## src/rtl/aes_sbox_sched.sv

```systemverilog
// aes_sbox_sched: shares SBOX_LANES S-box instances between SubBytes (128-bit state) and SubWord (32-bit key word) jobs.
// Latency: handshake edge E0 -> done pulse in the cycle after edge E0+N (N = 16/SBOX_LANES state, 4/SBOX_LANES word).
// Backpressure: one job at a time via valid/ready (ready only while idle); done pulses have no backpressure.
// Optional macro AES_SBOX_SCHED_KW_EN enables the key word requester; when undefined the kw_* ports are inert.

// aes_sbox: combinational FIPS-197 S-box, computed as GF(2^8) inverse followed by the affine transform.
// Latency: zero cycles (pure combinational).
// Backpressure: none.
module aes_sbox (
    input  logic [7:0] a,
    output logic [7:0] s
);

    // GF(2^8) multiply modulo x^8 + x^4 + x^3 + x + 1.
    function automatic logic [7:0] gf_mul(input logic [7:0] x, input logic [7:0] y);
        logic [7:0] p;
        logic [7:0] xx;
        p  = 8'h00;
        xx = x;
        for (int i = 0; i < 8; i++) begin
            if (y[i]) p = p ^ xx;
            xx = {xx[6:0], 1'b0} ^ (xx[7] ? 8'h1b : 8'h00);
        end
        return p;
    endfunction

    // Multiplicative inverse as x^254; 0 maps to 0 naturally.
    function automatic logic [7:0] gf_inv(input logic [7:0] x);
        logic [7:0] r;
        logic [7:0] p;
        r = 8'h01;
        p = x;
        for (int i = 0; i < 7; i++) begin
            p = gf_mul(p, p);
            r = gf_mul(r, p);
        end
        return r;
    endfunction

    // Affine transform: b ^ rotl1 ^ rotl2 ^ rotl3 ^ rotl4 ^ 0x63.
    function automatic logic [7:0] affine(input logic [7:0] b);
        return b ^ {b[6:0], b[7]} ^ {b[5:0], b[7:6]} ^ {b[4:0], b[7:5]} ^ {b[3:0], b[7:4]} ^ 8'h63;
    endfunction

    assign s = affine(gf_inv(a));

endmodule

// aes_sbox_sched: round-robin scheduler streaming state/word bytes through a shared S-box pool.
// Latency: N+1 cycles from handshake to done visible (N beats plus the registered done).
// Backpressure: requesters hold valid/data until ready; ready is high only in IDLE for the granted side.
module aes_sbox_sched #(
    parameter int SBOX_LANES = 4
) (
    input  logic         clk,
    input  logic         rst_n,
    input  logic         st_valid,
    output logic         st_ready,
    input  logic [127:0] st_data,
    input  logic         kw_valid,
    output logic         kw_ready,
    input  logic [31:0]  kw_data,
    output logic         st_done,
    output logic [127:0] st_result,
    output logic         kw_done,
    output logic [31:0]  kw_result,
    output logic         busy
);

    localparam int ST_BEATS = 16 / SBOX_LANES;
    localparam int KW_BEATS = 4 / SBOX_LANES;

    // Byte 0 lives in the most significant byte, so byte i is element [15-i] / [3-i].
    typedef logic [15:0][7:0] aes_state_t;
    typedef logic [3:0][7:0]  aes_word_t;
    typedef enum logic [1:0] {IDLE, RUN_ST, RUN_KW} state_t;

    generate
        if (SBOX_LANES != 1 && SBOX_LANES != 2 && SBOX_LANES != 4) begin : g_bad_lanes
            $error("aes_sbox_sched: SBOX_LANES must be 1, 2 or 4");
        end
    endgenerate

    state_t     state;
    logic [3:0] cnt;
    aes_state_t op;
    aes_state_t st_res;
    logic       st_done_r;
    logic [7:0] sb_in    [SBOX_LANES];
    logic [7:0] sb_out   [SBOX_LANES];
    logic [3:0] byte_idx [SBOX_LANES];

    // Lane l handles byte cnt*SBOX_LANES + l; lanes see 0x00 while idle to keep them quiet.
    always_comb begin
        for (int l = 0; l < SBOX_LANES; l++) begin
            byte_idx[l] = cnt * 4'(SBOX_LANES) + 4'(l);
            sb_in[l]    = (state == IDLE) ? 8'h00 : op[4'd15 - byte_idx[l]];
        end
    end

    for (genvar g = 0; g < SBOX_LANES; g++) begin : g_lane
        aes_sbox u_sbox (
            .a (sb_in[g]),
            .s (sb_out[g])
        );
    end

`ifdef AES_SBOX_SCHED_KW_EN
    aes_word_t kw_res;
    logic      kw_done_r;
    logic      last_kw;
    logic      grant_kw;

    // Round-robin grant: the key word wins a tie unless it was the last one served.
    always_comb begin
        grant_kw = kw_valid && (!st_valid || !last_kw);
        st_ready = (state == IDLE) && st_valid && !grant_kw;
        kw_ready = (state == IDLE) && grant_kw;
    end

    assign kw_done   = kw_done_r;
    assign kw_result = kw_res;
`else
    logic unused_kw;

    assign unused_kw = ^{kw_valid, kw_data};
    assign st_ready  = (state == IDLE);
    assign kw_ready  = 1'b0;
    assign kw_done   = 1'b0;
    assign kw_result = 32'h0;
`endif

    // Job FSM: capture operand on handshake, write lane results per beat, pulse done on the final beat.
    always_ff @(posedge clk or negedge rst_n) begin
        if (!rst_n) begin
            state     <= IDLE;
            cnt       <= 4'd0;
            op        <= '0;
            st_res    <= '0;
            st_done_r <= 1'b0;
`ifdef AES_SBOX_SCHED_KW_EN
            kw_res    <= '0;
            kw_done_r <= 1'b0;
            last_kw   <= 1'b0;
`endif
        end else begin
            st_done_r <= 1'b0;
`ifdef AES_SBOX_SCHED_KW_EN
            kw_done_r <= 1'b0;
`endif
            case (state)
                IDLE: begin
                    if (st_valid && st_ready) begin
                        op    <= st_data;
                        cnt   <= 4'd0;
                        state <= RUN_ST;
`ifdef AES_SBOX_SCHED_KW_EN
                        last_kw <= 1'b0;
`endif
                    end
`ifdef AES_SBOX_SCHED_KW_EN
                    else if (kw_valid && kw_ready) begin
                        op      <= {kw_data, 96'h0};
                        cnt     <= 4'd0;
                        state   <= RUN_KW;
                        last_kw <= 1'b1;
                    end
`endif
                end
                RUN_ST: begin
                    for (int l = 0; l < SBOX_LANES; l++) begin
                        st_res[4'd15 - byte_idx[l]] <= sb_out[l];
                    end
                    if (cnt == 4'(ST_BEATS - 1)) begin
                        st_done_r <= 1'b1;
                        cnt       <= 4'd0;
                        state     <= IDLE;
                    end else begin
                        cnt <= cnt + 4'd1;
                    end
                end
                RUN_KW: begin
`ifdef AES_SBOX_SCHED_KW_EN
                    for (int l = 0; l < SBOX_LANES; l++) begin
                        kw_res[2'd3 - byte_idx[l][1:0]] <= sb_out[l];
                    end
                    if (cnt == 4'(KW_BEATS - 1)) begin
                        kw_done_r <= 1'b1;
                        cnt       <= 4'd0;
                        state     <= IDLE;
                    end else begin
                        cnt <= cnt + 4'd1;
                    end
`else
                    state <= IDLE;
`endif
                end
                default: state <= IDLE;
            endcase
        end
    end

    assign st_done   = st_done_r;
    assign st_result = st_res;
    assign busy      = (state != IDLE);

endmodule

```

## config.mk

```make
export PLATFORM = sky130hd
export DESIGN_NAME = aes_sbox_sched
export DESIGN_NICKNAME = d
export VERILOG_FILES = /design/src/rtl/aes_sbox_sched.sv
export SDC_FILE = /design/constraint.sdc
export NUM_CORES = 2
export LEC_CHECK = 0
export BUFFER_PORTS_ARGS = -buffer_cell sky130_fd_sc_hd__buf_2
export CAP_MARGIN = 5
export CORE_MARGIN = 5
export CORE_UTILIZATION = 66
export DETAILED_ROUTE_END_ITERATION = 8
export PLACE_DENSITY = 0.91
export SLEW_MARGIN = 40
export SYNTH_ARGS = -nofsm -noshare
export SYNTH_HDL_FRONTEND = slang
export SYNTH_SLANG_ARGS = --single-unit
```

## constraint.sdc

```tcl
create_clock -name clk -period 26.2 [get_ports clk]
set_clock_uncertainty 0.2 [all_clocks]
set_input_delay 1.31 -clock clk [delete_from_list [all_inputs] [get_ports clk]]
set_output_delay 1.31 -clock clk [all_outputs]
set_load 0.005 [all_outputs]
```

* Word-level counts from Yosys, hierarchy flattened
Cells that the tools add are included.
** Word-level totals
- Bits in registers :: 263
- Logic and storage cells :: 1686
** Cells by class
- Add/sub/neg operators :: 8
- Order comparisons :: 8
- Eq/ne operators :: 4
- Mux-type cells :: 844
- Bitwise operators :: 776
- Reductions and logical operators :: 11
** Operators by type and width (count)
- XOR 8 bit :: 744
- 2-to-1 mux 8 bit :: 432
- 2-to-1 mux 5 bit :: 368
- bitwise mux 128 bit :: 4
- binary-select mux 8 bit (select 4 bit) :: 4
- demux 8 bit (select 4 bit) :: 4
- 2-to-1 mux 7 bit :: 4
- inverter 1 bit (first input constant) :: 28
- 2-to-1 mux 4 bit :: 6
- 2-to-1 mux 6 bit :: 4
- < comparator 4 x 5 -> 1 bit (second input constant) :: 4
- >= comparator 4 x 1 -> 1 bit (second input constant) :: 4
- inverter 4 bit :: 4
- subtractor 4 bit (first input constant) :: 4
- 2-to-1 mux 2 bit :: 6
- 2-to-1 mux 3 bit :: 4
- adder 4 x 1 -> 4 bit (second input constant) :: 2
- adder 4 x 2 -> 4 bit (second input constant) :: 2
- case mux 4 bit (2 select lines) :: 1
- 2-to-1 mux 1 bit :: 6
- AND reduction 2 bit :: 3
- logical AND 1 bit :: 5
- == test 4 x 2 -> 1 bit (second input constant) :: 1
- case mux 2 bit (2 select lines) :: 1
- other kinds (5) :: 6

* Longest topological paths before layout
- Word-level depth :: 140
- Gate-level depth with buffers :: 75
- Depth with buffers taken out :: 63

* By module
Synthesis repeated with hierarchy kept, for this count alone.
** Unflattened totals
- Cell total of the unflattened synthesis :: 8452
- Area, all modules :: 71997.8 µm²
** By module, submodules not included
- aes_sbox :: times used 4, cells each 1942, area each 15220.8 µm², seq. area each 0.0 µm²
- aes_sbox_sched :: times used 1, cells each 684, area each 11114.4 µm², seq. area each 6556.3 µm²

* Worst setup path before layout
No wires, ideal clock.
- Path kind :: register -> register
- Start point :: reg state[0]
- End point :: reg st_res (netlist bit st_result[34])
- Setup time :: 130 ps
- Arrival :: 16861 ps
- Required time :: 25870 ps
- Path slack :: 9010 ps
- Cell stages (with the launch flop) :: 66
- Period minus slack after synthesis :: 17190 ps
- Cell sequence :: dfrtp_1 clkinv_1 clkbuf_1 buf_1 buf_1 nor2_1 ha_1 or2_2 a21oi_1 xor3_2 inv_2 clkbuf_1 clkbuf_1 clkbuf_1 ha_1 clkbuf_1 o31ai_1 nand3_1 (+30 left out) or2_2 a21oi_1 o21ai_0 xnor2_2 xnor3_1 nor2_1 xnor2_1 xnor3_1 xnor2_4 xnor3_2 mux2i_1 xnor2_1 o21a_1 xnor3_1 xnor3_2 xnor3_2 xnor2_2 o21ai_1
** On the way
- Longest elaborated chain between the ends :: 134
- Elaborated cells between the ends (all ways) :: 1566
- Classes of those cells :: eq/ne (1); mux (820); bitwise (744); reduce/logical (1)
** Ends and longest elaborated chain
- start, declared :: line 84 : state_t state;
- start signal, assigned :: line 136 : state <= IDLE;
- start signal, assigned :: line 156 : state <= RUN_ST;
- start signal, assigned :: line 177 : state <= IDLE;
- logical NOT 2 bit (*)
- named net st_ready :: line 58 : output logic st_ready,
- 2-to-1 mux 8 bit :: line 97 : sb_in[l] = (state == IDLE) ? 8'h00 : op[4'd15 - byte_idx[l]];
- 2-to-1 mux 5 bit, or another cell as far along :: line 22 : xx = {xx[6:0], 1'b0} ^ (xx[7] ? 8'h1b : 8'h00);
- XOR 8 bit (on tied branches) :: line 22, 21
- XOR 8 bit / 2-to-1 mux 8 bit (equally long branches) :: line 21 : if (y[i]) p = p ^ xx;
- 2-to-1 mux 8 bit / XOR 8 bit (equally long branches) :: line 21
- XOR 8 bit / 2-to-1 mux 8 bit (equally long branches) :: line 21
- (+114 left out)
- 2-to-1 mux 8 bit :: line 21
- XOR 8 bit :: line 21
- 2-to-1 mux 8 bit :: line 21
- XOR 8 bit :: line 21
- 2-to-1 mux 8 bit :: line 21
- XOR 8 bit (4 in series) :: line 42 : return b ^ {b[6:0], b[7]} ^ {b[5:0], b[7:6]} ^ {b[4:0], b[7:5]} ^ {b[3:0], b[7:4]} ^ 8'h63;
- bitwise mux 128 bit (3 in series) :: line 172 : st_res[4'd15 - byte_idx[l]] <= sb_out[l];
- bitwise mux 128 bit (*) :: line 172
- end signal, assigned by index :: line 172
- end, declared :: line 87 : aes_state_t st_res;
The timed path passes the listed nets; every way through them passes the cells marked *.
A chain may end at the register's enable or synchronous reset.

* Final worst setup path
- Start point :: reg cnt[0]
- End point :: reg st_res (netlist bit st_result[34])
** On the way
- Longest elaborated chain between the ends :: 136
- Elaborated cells between the ends (all ways) :: 1599
- Classes of those cells :: add/sub (7); order compare (8); mux (836); bitwise (744); reduce/logical (4)
** Ends and longest elaborated chain
- start, declared :: line 85 : logic [3:0] cnt;
- start signal, assigned :: line 179 : cnt <= cnt + 4'd1;
- adder 4 x 1 -> 4 bit / subtractor 4 bit (equally long branches) :: line 96, 97, 172
- subtractor 4 bit / binary-select mux 8 bit (select 4 bit) (equally long branches) :: line 97, 172
- binary-select mux 8 bit (select 4 bit) / 2-to-1 mux 8 bit (equally long branches) :: line 97
- 2-to-1 mux 8 bit (implied by the code) :: line 97
- 2-to-1 mux 8 bit, or another cell as far along :: line 97
- 2-to-1 mux 5 bit, or another cell as far along :: line 22
- XOR 8 bit, or another cell as far along :: line 22
- XOR 8 bit / 2-to-1 mux 8 bit (equally long branches) :: line 21
- (+117 left out)
- XOR 8 bit / 2-to-1 mux 8 bit (equally long branches) :: line 21
- 2-to-1 mux 8 bit / XOR 8 bit (equally long branches) :: line 21
- XOR 8 bit / 2-to-1 mux 8 bit (equally long branches) :: line 21
- 2-to-1 mux 8 bit / XOR 8 bit (equally long branches) :: line 21, 42
- XOR 8 bit (3 in series) :: line 42
- XOR 8 bit / bitwise mux 128 bit (equally long branches) :: line 42, 172
- bitwise mux 128 bit (2 in series) :: line 172
- bitwise mux 128 bit (*) :: line 172
Every way passes the cells marked *; elsewhere a longest branch is shown, timed or not. The select of a mux whose other input is x is not followed.

==> metrics.txt <==
Final Cell Area=68700 um2; GRT Residual Overflow=0; RSZ-0062 raised after global routing=no; Vias/cell=6.58; clock buffer depth=3; max-slew violations=0; XOR/XNOR Fraction of Synth Area=42.7%; Final GP Congestion=between 0.9 and 1; cell family with most CP delay=XOR/XNOR gates; Iter 0 DRT Violations=between 8000 and 9000; clk slew on worst S/H paths=0.08 ns; FFs w/ async S/R, synth=100%; routed len/inst=20.1 um; EDFF count, synth=0; slowest cell on the critical path=ha_1; Buf/Inv on CP=6; synthesized instance count=8258; Peak Freq=50.4 MHz; Core Area=roughly 97000 um2; Final period util=75.7%; global-route wire length before repair=307 mm; Setup crit start kind=register; drt pass-1 iters=9; NumNets Final=8413; worst hold path class=register to register; R2R Path Start=cnt[0]$_DFFE_PN0P_; clk sink count=262; Critical Path Sink Type=register; Fin Hold WS=0.282 ns; Boundary Pins=329; Fill cells=6897; Final Hold Violating Endpoints=0; Setup Crit Path Kind=register to register; share of cells above drive strength 1=14.2%; Die X-Extent=323 um; Hold Startpoint=st_result[32]$_DFFE_PN0P_; Seq cells post-synth=between 200 and 300; Post-CTS Setup Bufs=0; clock latency at the later pin of the worst-skew pair=0.64 ns; setup TNS=0 ns; most common cell type on the critical path=xnor2_1; Synth Cell Area=64600 um2; Worst Path Arrival=a little over 20 ns; largest net degree at the start of global routing=roughly 150; detailed-route DRC error count=0; Synth top area share=~22%; CP max FO=32; Hold-fix buffers, CTS=0; largest area contributor in the netlist=xnor2_1; Die Ht=323 um; Primary FF master, synth=dfrtp_1; max-cap viol count=0; final setup violating endpoints=0; crit path from=cnt[0]$_DFFE_PN0P_; input/output buffers=261; P&R area growth vs syn=6.33%; slew margin rel.=41.9%; Post-DP HPWL=133 mm; WL final=192 mm; Synth Area in Compound Gates=15.4%; antenna violations before repair=9; syn avg cell area=7.82 um2; Worst EP required=around 27 ns; antenna-violating nets left=0; Total GRT Usage=34.6%; top cells by area, synth=xnor2_1, dfrtp_1, xnor3_1, nor2_1, xor2_1; CTS tree=done; simple-gate portion of the synthesized area=18.3%; Row Count=114; cts repair resizes=0; starting density of the core=66.7%; status=finished clean; fin util=70.9%; yosys warns=0; Period minus WS final=19.82 ns; post-synthesis mux area share=8.35%; CTS Root Buffer Type=clkbuf_16; Unique masters post-synth=109; largest family of logic cells by synthesized area=XOR/XNOR gates; register area share after synthesis=10.2%; full die area=104000 um2; CP peak stage delay=~0.70 ns; total CTS buffers=29; number of global-route vias before repair=60567; Via Count=62729; Post-DP Area=67300 um2; Post-Synth Adder-Cell Area=0.446%; Slew @ Worst Pin=0.866 ns; CTS HTree Levels=1
layout make-up:
type                       instances  area, um2  area share, %
clock inverter                    14        178          0.259
inverter                         110        413          0.601
antenna                            9       22.5         0.0328
timing repair buffer             477       3050           4.44
multi-input combinational       7346      56000           81.6
clock buffer                      40        797           1.16
sequential                       262       6560           9.56
tap                             1276       1600           2.33
worst min-delay path: cells and delay by family, from the launching register on:
family / cells / cell delay [ns]
and+or+nand+nor: 1 / 0.05
DFF: 1 / 0.34
AOI/OAI and AO/OA: 1 / 0.06
stage by stage:
stage	cells	setup slack (ns)
after floorplan	8291	9.01
after global placement	9465	6.80
after detailed placement	9468	6.64
after CTS	9522	6.56
after global routing	9534	5.70
final	9534	6.38
final timing paths:
check | slack [ns] | cells past startpoint | to
min reg2reg | 0.28 | 2 | st_result[32]$_DFFE_PN0P_
min | 0.28 | 2 | st_result[32]$_DFFE_PN0P_
max | 6.38 | 54 | st_result[34]$_DFFE_PN0P_
max reg2reg | 6.38 | 54 | st_result[34]$_DFFE_PN0P_
min in group asynchronous | 0.31 | 1 | op[12]$_DFFE_PN0P_
max in group asynchronous | 24.26 | 3 | st_result[65]$_DFFE_PN0P_
synth_stat cells, drive strengths merged (56+ instances only):
library cell / n
nor2b: 56
a21oi: 404
dfrtp: 262
o21ai: 423
nor2: 1211
clkbuf: 343
nand2b: 68
o22ai: 105
a211oi: 84
mux2i: 178
buf: 230
a31oi: 61
inv: 100
xor2: 482
nor3: 190
mux2: 244
xnor2: 1754
nand2: 800
nand3: 168
xnor3: 268
flip-flops by register name (all words and copies together), names as in the netlist:
signal / flops
cnt: 4
op: 128
st_done: 1
st_result: 128
state: 1
layer usage:
metal  vias to the layer above  wire length, um  share of wire [%]  global-route usage, %
met5                         -                8             0.0042                      0
met4                         2             9540                5.0                   15.8
met3                       933            20900                 11                   5.45
met2                      4227            90100                 47                   58.1
met1                     29448            71400                 37                   44.1
li1                      28119                -                  -                      -
layout by cell type (no fill, tap or decap), types with 24 or more instances in the layout:
cell type and n:
buf_4 209, or3_1 32, o21a_1 24, xor2_1 429, a22oi_1 49, a211oi_1 79, xnor2_1 1560, nor3_1 186
o31ai_1 33, and2_1 47, o22ai_1 105, o211ai_1 54, o21ai_1 75, a221oi_1 36, clkbuf_16 29, o21ai_0 346
nand2_1 793, conb_1 34, mux4_2 38, xnor3_2 27, xnor2_2 169, nor2b_1 54, buf_2 260, a21oi_1 399
a21o_1 31, mux2_2 242, inv_1 92, xnor2_4 25, and3_1 43, dfrtp_1 259, xnor3_1 241, a31oi_1 61
nor2_1 1200, mux2i_1 177, xor3_1 24, nand3_1 168, xor2_2 51, o221ai_1 26, nand2b_1 68
logic make-up after synthesis:
logic type	Yosys count
and+or+nand+nor	2739
xor gates and xnor gates	2529
AOI/OAI and AO/OA	1561
buffers and inverters	683
muxes	460
DFF	262
adders and majority gates	23
other	1
Power is not shown: default switching activity piles up to over one toggle a cycle in this logic, so the estimate is an artifact.
